### src/rtl/count_sequencer_pkg.sv
// count_sequencer_pkg: state encoding and DIV shift helper
// shared by count_sequencer and count_sequencer_dcnt
package count_sequencer_pkg;

  localparam logic [2:0] IDLE = 3'd0;
  localparam logic [2:0] CLR  = 3'd1;
  localparam logic [2:0] RUN0 = 3'd2;
  localparam logic [2:0] RUN1 = 3'd3;
  localparam logic [2:0] FIN  = 3'd4;

  // DIV is a power of two, so this is an exact log2
  function automatic int div_log2(input int v);
    int r;
    r = 0;
    while ((1 << r) < v) r++;
    return r;
  endfunction

endpackage

### src/rtl/count_sequencer_dcnt.sv
// count_sequencer_dcnt: loadable down-counter, zero/last flags
// ports: clk, rst_n, load/value, en, hold -> zero, last
module count_sequencer_dcnt #(
  parameter int W = 64
) (
  input  logic         clk,
  input  logic         rst_n,
  input  logic         load,
  input  logic [W-1:0] value,
  input  logic         en,
  input  logic         hold,
  output logic         zero,
  output logic         last
);

  logic [W-1:0] count;

  always_ff @(posedge clk or negedge rst_n) begin
    if (!rst_n) begin
      count <= '0;
    end else if (load) begin
      count <= value;
    end else if (en && !hold && !zero) begin
      count <= count - W'(1);
    end
  end

  assign zero = (count == '0);
  assign last = (count == W'(1));

endmodule

### src/rtl/count_sequencer.sv
// count_sequencer: drives Slt/En/Reset of the dual-mode counter
// ports: Clk, Reset, Start/ClrFirst/Hold/Target* -> Busy/Done/RstOut/EnOut/SltOut
module count_sequencer
  import count_sequencer_pkg::*;
#(
  parameter int WIDTH = 64,
  parameter int DIV   = 4
) (
  input  logic             Clk,
  input  logic             Reset,
  input  logic             Start,
  input  logic             ClrFirst,
  input  logic             Hold,
  input  logic [WIDTH-1:0] Target0,
  input  logic [WIDTH-1:0] Target1,
  output logic             Busy,
  output logic             Done,
  output logic             RstOut,
  output logic             EnOut,
  output logic             SltOut
);

  localparam int SH = div_log2(DIV);
  localparam int W1 = WIDTH + SH;

  logic [2:0]    state;
  logic [2:0]    nxt;
  logic          t0_nz;
  logic          t1_nz;
  logic          run;
  logic          load;
  logic          zero0;
  logic          last0;
  logic          zero1;
  logic          last1;
  logic          end0;
  logic          end1;
  logic [W1-1:0] value1;

  assign load   = (state == IDLE) && Start;
  assign value1 = W1'(Target1) << SH;

  count_sequencer_dcnt #(
    .W(WIDTH)
  ) u_rem0 (
    .clk   (Clk),
    .rst_n (Reset),
    .load  (load),
    .value (Target0),
    .en    (state == RUN0),
    .hold  (Hold),
    .zero  (zero0),
    .last  (last0)
  );

  count_sequencer_dcnt #(
    .W(W1)
  ) u_rem1 (
    .clk   (Clk),
    .rst_n (Reset),
    .load  (load),
    .value (value1),
    .en    (state == RUN1),
    .hold  (Hold),
    .zero  (zero1),
    .last  (last1)
  );

  // the enable issued this cycle is the final one
  assign end0 = !Hold && (last0 || zero0);
  assign end1 = !Hold && (last1 || zero1);

  always_ff @(posedge Clk or negedge Reset) begin
    if (!Reset) begin
      t0_nz <= 1'b0;
      t1_nz <= 1'b0;
    end else if (load) begin
      t0_nz <= (Target0 != '0);
      t1_nz <= (Target1 != '0);
    end
  end

  always_comb begin
    nxt = state;
    case (state)
      IDLE: begin
        if (Start) begin
          if (ClrFirst)             nxt = CLR;
          else if (Target0 != '0)   nxt = RUN0;
          else if (Target1 != '0)   nxt = RUN1;
          else                      nxt = FIN;
        end
      end
      CLR: begin
        if (t0_nz)      nxt = RUN0;
        else if (t1_nz) nxt = RUN1;
        else            nxt = FIN;
      end
      RUN0: begin
        if (end0) nxt = t1_nz ? RUN1 : FIN;
      end
      RUN1: begin
        if (end1) nxt = FIN;
      end
      FIN:     nxt = IDLE;
      default: nxt = IDLE;
    endcase
  end

  // output flops are decoded from the next state so they
  // line up with the state register
  always_ff @(posedge Clk or negedge Reset) begin
    if (!Reset) begin
      state  <= IDLE;
      Busy   <= 1'b0;
      Done   <= 1'b0;
      RstOut <= 1'b0;
      SltOut <= 1'b0;
      run    <= 1'b0;
    end else begin
      state  <= nxt;
      Busy   <= (nxt == CLR) || (nxt == RUN0) || (nxt == RUN1);
      Done   <= (nxt == FIN);
      RstOut <= (nxt == CLR);
      SltOut <= (nxt == RUN1);
      run    <= (nxt == RUN0) || (nxt == RUN1);
    end
  end

  assign EnOut = run && !Hold;

endmodule

### config.mk
export PLATFORM = sky130hd
export DESIGN_NAME = count_sequencer
export DESIGN_NICKNAME = d
export VERILOG_FILES = /design/src/rtl/count_sequencer_pkg.sv /design/src/rtl/count_sequencer_dcnt.sv /design/src/rtl/count_sequencer.sv
export SDC_FILE = /design/constraint.sdc
export NUM_CORES = 1
export LEC_CHECK = 0
export CAP_MARGIN = 20
export CORE_MARGIN = 4
export CORE_UTILIZATION = 39
export CTS_CLUSTER_SIZE = 16
export DETAILED_ROUTE_END_ITERATION = 8
export HOLD_SLACK_MARGIN = 0.02
export PLACE_DENSITY = 0.71
export SYNTH_ARGS = -nofsm -noshare
export SYNTH_HDL_FRONTEND = slang
export SYNTH_SLANG_ARGS = --single-unit
### constraint.sdc
create_clock -name Clk -period 7.14 [get_ports Clk]
set_input_delay 1.428 -clock Clk [delete_from_list [all_inputs] [get_ports Clk]]
set_output_delay 1.428 -clock Clk [all_outputs]
set_load 0.02 [all_outputs]
==> results by group, run 1 <==
Outcome
  • Status: completed

Drt
  • Detailed-route wire length per cell: 19.1 µm
  • Vias post-DR: 8511
  • Vias per cell: 6.09
  • Antenna viol nets, final: 0
  • DRC Markers: 0
  • Initial drt markers: 769
  • WL final: 26600 µm
  • First-pass iteration count of the detailed router: 5

Clock network
  • Post CTS Setup Buffer Count: 0
  • Clock root cell: clkbuf_16
  • CTS hold repair buffers: 0
  • CTS tree: done
  • Post-CTS sizing: 0
  • H-tree depth: 4
  • Clock sink total: 140
  • CTS Buf Count: 17
  • Worst-Skew Late Latency: 430 ps
  • CTS max path bufs: 2
  • Clock slew at reported path FFs: 60 ps

Logic synthesis
  • Post-Synth Adder-Cell Area: 0.894%
  • Most common cell in the synthesized netlist: dfrtp_1
  • Synth Register Bits: 140
  • Cell count after synthesis: 988
  • Leading cell types by count after synthesis: 140 x dfrtp_1, 132 x nand2_1, 88 x nor2_1
  • Mapped Area: 8400 µm²
  • Synth Area in Compound Gates: 19.0%
  • Post-Syn Nets: 1127
  • Share of the synthesized area in the top cell type: 41.7%
  • Post-synthesis xor/xnor area fraction: 4.28%
  • Post-synth top flop: dfrtp_1
  • Post-synth EDFFs: 0
  • Post-synthesis async set-or-reset flop share: 100%
  • Synth cell types: 64
  • Largest area contributor in the netlist: dfrtp_1
  • Fraction of the mapped netlist area in simple logic gates: 31.0%
  • Synthesized area per cell: 8.50 µm²
  • Largest family of logic cells by synthesized area: simple AND/OR/NAND/NOR gates
  • Top cells by area, synth: dfrtp_1 42%, nand2_1 5.9%, nor4_1 5.1%
  • Yosys warns: 0
  • Sequential-to-total area share from yosys stat: 41.7%
  • Mux contribution to synthesized area: 0.119%

STA
  • Worst Skew: 11.9 ps
  • Final setup viols: 0
  • Final period utilization: 57.9%
  • RSZ-0062 raised after global routing: no
  • Slew HR: 33.6%
  • Period minus WS final: 4130 ps
  • Worst slew pin tran: 995 ps
  • Post-route setup TNS: 0 ps
  • Fin. Hold Viols: 0
  • Fmax: 242 MHz
  • Final worst slack: 3010 ps
  • Slew Limit Fails: 0

Die
  • Site Rows: 53
  • Total core area: 21100 µm²
  • I/O pins: 138
  • Die width: 155 µm
  • Die footprint: 23900 µm²
  • Starting Density: 39.8%
  • Die Y: 155 µm

Critical path
  • Worst R2R Start: u_rem1.count[36]$_DFFE_PN0P_
  • CP arrival: 4450 ps
  • CP startpoint: u_rem1.count[36]$_DFFE_PN0P_
  • CP Capture Type: register
  • Critical path type: register to register
  • CP required: 7460 ps
  • Reg2reg end: u_rem1.count[26]$_DFFE_PN0P_
  • Critical Path Source Type: register
  • Crit Path Max Fanout: 30
  • R2r worst-path depth: 8
  • R2R setup slack: 3010 ps

Global routing
  • Initial antenna violation count: 0
  • GRT Resource Usage Total: 21.7%
  • Vias in the first global route: 8044
  • GR Overflow Total: 0
  • First-pass GRT wire length: 42200 µm
  • Largest net degree at the start of global routing: 74

Final layout
  • Layout net count: 1249
  • Area Growth Syn to Fin: 26.9%
  • # diodes: 0
  • Fillers: 2002
  • Share of layout cells above drive strength 1: 5.97%

Pwr
  • Final Power: 3.80 mW
  • Pwr dens: 357 nW/µm²
  • Pleak: 3.97 nW
  • Maximum VDD drop: 0.153 mV

Min path
  • Hold endpoint: u_rem1.count[30]$_DFFE_PN0P_
  • Worst Hold Launch: u_rem1.count[30]$_DFFE_PN0P_
  • Worst hold-check path type: register to register
  • Hold depth: 2

Place
  • IO buf count: 137
  • Routability Congestion: 0.885
  • Setup WS pre-CTS: 3010 ps
  • Dpl hpwl: 18500 µm

Flow run
  • Max-cap viol count: 0
-- through the flow --
step | util, % | instance area [µm²] | hold WS (ps) | cells
finish | 50.5 | 10700 | 497 | 1398
global route | 50.5 | 10700 | 516 | 1398
CTS | 50.5 | 10700 | 493 | 1398
detailed placement | 47.4 | 10000 | 478 | 1366
global placement | 47.4 | 10000 | 467 | 1366
floorplan | - | 8400 | 449 | 988
-- critical path, cell delays in order (launching register included) --
cell and delay (ps):
dfrtp_1 430, nor4_1 740, nand4_1 280, or4_1 730
o31ai_4 840, buf_4 460, or2_2 210, nor3_1 50
a211o_1 270
-- cells in the final DEF, fill, tap and decap left out, types with 6 or more instances in the layout --
cell and n:
a21oi_1 34, a221o_1 13, a22oi_1 13, a31oi_1 8, and3_1 6, buf_4 9, clkbuf_16 17, clkdlybuf4s50_1 136
dfrtp_1 140, ha_1 6, inv_1 14, nand2_1 132, nand3_1 62, nand4_1 16, nor2_1 88, nor3_1 44
nor4_1 68, o211ai_1 27, o21ai_0 67, o21ai_1 6, o311ai_0 21, or2_2 9, or3_1 38, or4_1 18
xnor2_1 30, xor2_1 11
-- how the worst max path moves through the flow --
stage / depth (start not counted) / endpoint / slack (ps)
floorplan: 6 / u_rem0.count[5]$_DFFE_PN0P_ / 3930
global placement: 3 / EnOut / 3020
detailed placement: 7 / Busy$_DFF_PN0_ / 3010
CTS: 3 / EnOut / 3010
global route: 8 / u_rem1.count[40]$_DFFE_PN0P_ / 2840
finish: 8 / u_rem1.count[26]$_DFFE_PN0P_ / 3010
-- flip-flops by register name, summed over array words and instances, names as in the netlist --
name	cells
Busy	1
run	1
RstOut	1
u_rem0.count	64
Done	1
t0_nz	1
state	3
t1_nz	1
SltOut	1
u_rem1.count	66
-- per-layer routing --
metal  global-route usage, %  part of all wire [%]  vias up
met4                    7.32                   2.2        0
met5                       0                     0        -
met1                    31.3                    46     4168
met3                    3.92                   5.9       51
li1                        -                     -     3996
met2                    33.1                    46      296
-- where the power goes --
| group | switching, mW | leakage [nW] | internal (mW) |
|---|---|---|---|
| logic | 0.748 | 1.90 | 0.561 |
| registers | 0.360 | 1.75 | 1.13 |
| clock network | 0.352 | 0.319 | 0.647 |
| total | 1.46 | 3.97 | 2.34 |
-- final cells by class --
cell class | count | area [µm²] | area share, %
multi-input combinational | 791 | 4660 | 43.7
sequential | 140 | 3500 | 32.9
timing repair buffer | 146 | 1440 | 13.5
clock buffer | 21 | 470 | 4.42
tap | 275 | 344 | 3.23
clock inverter | 11 | 189 | 1.77
inverter | 14 | 52.6 | 0.493
-- logic make-up after synthesis --
logic type,count (synthesis)
flip-flops,140
multiplexers,1
AND/OR/NAND/NOR,512
AO/OA/AOI/OAI,231
XOR/XNOR,41
adder cells (fa/ha/maj),6
buffers and inverters,57
Power figures use the tool's default switching activity.
==> run 2: changes to the inputs <==
PLACE_DENSITY = 0.74   (was 0.71)
clock period = 3.51 ns   (was 7.14 ns; I/O delays follow)
==> run 2 against run 1 <==
- critical path depth stayed put
- sequential cell count stayed put
- largest power group unchanged
- non-clock buffer count is 27 higher
==> results by group, run 2 (same netlist as run 1, synthesis figures left out) <==
Clock network
  • CTS max path bufs: 2 (unchanged)
  • Clock slew at reported path FFs: 60 ps (about the same)
  • Clock sink total: 140 (unchanged)
  • CTS Buf Count: 17 (unchanged)
  • Worst-Skew Late Latency: 440 ps (about the same)
  • CTS tree: done
  • CTS hold repair buffers: 0 (unchanged)
  • H-tree depth: 4 (unchanged)
  • Clock root cell: clkbuf_16
  • Post CTS Setup Buffer Count: 0 (unchanged)
  • Post-CTS sizing: 0 (unchanged)

Die
  • Total core area: 21100 µm² (unchanged)
  • Die Y: 155 µm (unchanged)
  • Site Rows: 53 (unchanged)
  • Die width: 155 µm (unchanged)
  • Starting Density: 39.8% (unchanged)
  • Die footprint: 23900 µm² (unchanged)
  • I/O pins: 138 (unchanged)

Pwr
  • Switch Pwr: 3.04 mW (+110%)
  • Sequential Power Share: 39.1% (-0.2 points)
  • Pleak: 4.11 nW (+3.6%)
  • Maximum VDD drop: 0.340 mV (+120%)
  • Sw Share: 38.9% (+0.51 points)
  • Cell internal pwr: 4.77 mW (+100%)
  • Final Power: 7.81 mW (+110%)
  • Clk network pwr share: 24.8% (-1.5 points)
  • Comb pwr share: 36.1% (+1.7 points)
  • Pwr dens: 719 nW/µm² (+100%)

Drt
  • Detailed-route wire length per cell: 19.1 µm (+0.26%)
  • Antenna viol nets, final: 0 (unchanged)
  • Vias post-DR: 8751 (+2.8%)
  • DRC Markers: 0 (unchanged)
  • Vias per cell: 6.14 (+0.87%)
  • First-pass iteration count of the detailed router: 5 (unchanged)
  • Initial drt markers: 886 (+15%)
  • WL final: 27200 µm (+2.2%)

Critical path
  • Critical path type: register to register
  • Most used cell, CP: or4_4
  • CP required: 3820 ps (-3640 ps)
  • CP arrival: 3690 ps (-760 ps)
  • Critical Path Source Type: register
  • CP Cell Sequence: or4_4 -> or4_4 -> or4_4 -> o31a_4 -> nor2_4 -> buf_4 -> o21ai_0 -> o311ai_0
  • Largest stage delay on the critical path: 580 ps (-260 ps)
  • CP Capture Type: register
  • Slowest cell on the critical path: or4_4
  • Crit Path Max Fanout: 25 (-17%)

STA
  • Slew HR: 54.8% (+21 points)
  • Post-route setup TNS: 0 ps (unchanged)
  • Fin. Hold Viols: 0 (unchanged)
  • Worst slew pin tran: 678 ps (-317 ps)
  • Worst Skew: 13.2 ps (+1.27 ps)
  • RSZ-0062 raised after global routing: no
  • Fmax: 295 MHz (+22%)
  • Final setup viols: 0 (unchanged)
  • Period minus WS final: 3380 ps (-749 ps)
  • Final period utilization: 96.4% (+39 points)
  • Slew Limit Fails: 0 (unchanged)

Global routing
  • Initial antenna violation count: 0 (unchanged)
  • GRT Resource Usage Total: 22.6% (+0.83 points)
  • Largest net degree at the start of global routing: 71 (-4.1%)
  • GR Overflow Total: 0 (unchanged)
  • Vias in the first global route: 8345 (+3.7%)
  • First-pass GRT wire length: 44100 µm (+4.4%)

Final layout
  • Most flops, register: u_rem1.count
  • Layout net count: 1276 (+2.2%)
  • Max FFs per register: 66 (unchanged)
  • # diodes: 0 (unchanged)
  • Share of layout cells above drive strength 1: 8.09% (+2.1 points)
  • Fillers: 1961 (-2.0%)
  • Largest regs: u_rem1.count: 66 flops, u_rem0.count: 64 flops, state: 3 flops
  • Commonest non-fill, non-tap cells in the layout: 140 x dfrtp_1, 136 x clkdlybuf4s50_1, 132 x nand2_1, 88 x nor2_1, 68 x nor4_1
  • Finished Cell Area: 10900 µm² (+1.9%)
  • Commonest non-fill, non-tap cell in the layout: dfrtp_1
  • Util after Layout: 51.5% (+0.98 points)
  • Area Growth Syn to Fin: 29.4%

Min path
  • Worst hold-check path type: input port to asynchronous set/reset pin

Flow run
  • Max-cap viol count: 0 (unchanged)

Place
  • Area after DPL: 10200 µm² (+2.4%)
  • Routability Congestion: 0.887 (+0.32%)
  • Dpl hpwl: 19500 µm (+5.1%)
  • IO buf count: 137 (unchanged)

Outcome
  • Status: completed
[run 2: critical path, delay by kind of cell (launching register included)]
kind | cells | cell delay (ps)
DFF | 1 | 420
buffers and inverters | 1 | 260
and+or+nand+nor | 4 | 1830
AOI/OAI and AO/OA | 3 | 750
[run 2: area by class of cell]
class	instances	area [µm²]	area share, %
timing repair buffer	173	1680	15.5
sequential	140	3500	32.3
inverter	14	52.6	0.484
clock buffer	21	460	4.24
tap	275	344	3.17
multi-input combinational	791	4660	42.9
clock inverter	11	166	1.53
[run 2: metrics by stage]
stage          worst slack (ps)  std cells  hold WS, ps
4_1_cts                     146       1425          305
2_1_floorplan               459        988          406
3_5_place_dp                165       1393          481
5_1_grt                    4.60       1425          326
3_3_place_gp                234       1393          482
6_report                    126       1425          250
[run 2: path summary, 6_finish.rpt]
kind	endpoint	cells past startpoint	start	slack, ps
min in group Clk	u_rem1.count[30]$_DFFE_PN0P_	2	u_rem1.count[30]$_DFFE_PN0P_	510
max in group asynchronous	u_rem1.count[8]$_DFFE_PN0P_	2	Reset	2390
worst min-delay path	u_rem0.count[42]$_DFFE_PN0P_	1	Reset	250
worst max-delay path	u_rem1.count[65]$_DFFE_PN0P_	8	u_rem1.count[24]$_DFFE_PN0P_	130
worst max register to register	u_rem1.count[65]$_DFFE_PN0P_	8	u_rem1.count[24]$_DFFE_PN0P_	130
worst min register to register	u_rem1.count[30]$_DFFE_PN0P_	2	u_rem1.count[30]$_DFFE_PN0P_	510
[run 2: metal layers]
layer | global-route usage (%) | share of wire [%] | routed length, µm
met1 | 32.4 | 45 | 12100
met2 | 33.3 | 45 | 12200
met3 | 4.09 | 6.8 | 1840
met4 | 9.88 | 3.9 | 1050
met5 | 0 | 0 | 0
[run 2: power by group through the flow]
stage | clock (mW) | combinational (mW) | sequential, mW
finish | 1.94 | 2.82 | 3.06
floorplan | 0 | 1.95 | 2.85
CTS | 1.96 | 2.79 | 3.02
detailed placement | 0 | 2.76 | 3.02
global placement | 0 | 2.68 | 3.00
global route | 2.03 | 3.14 | 3.17
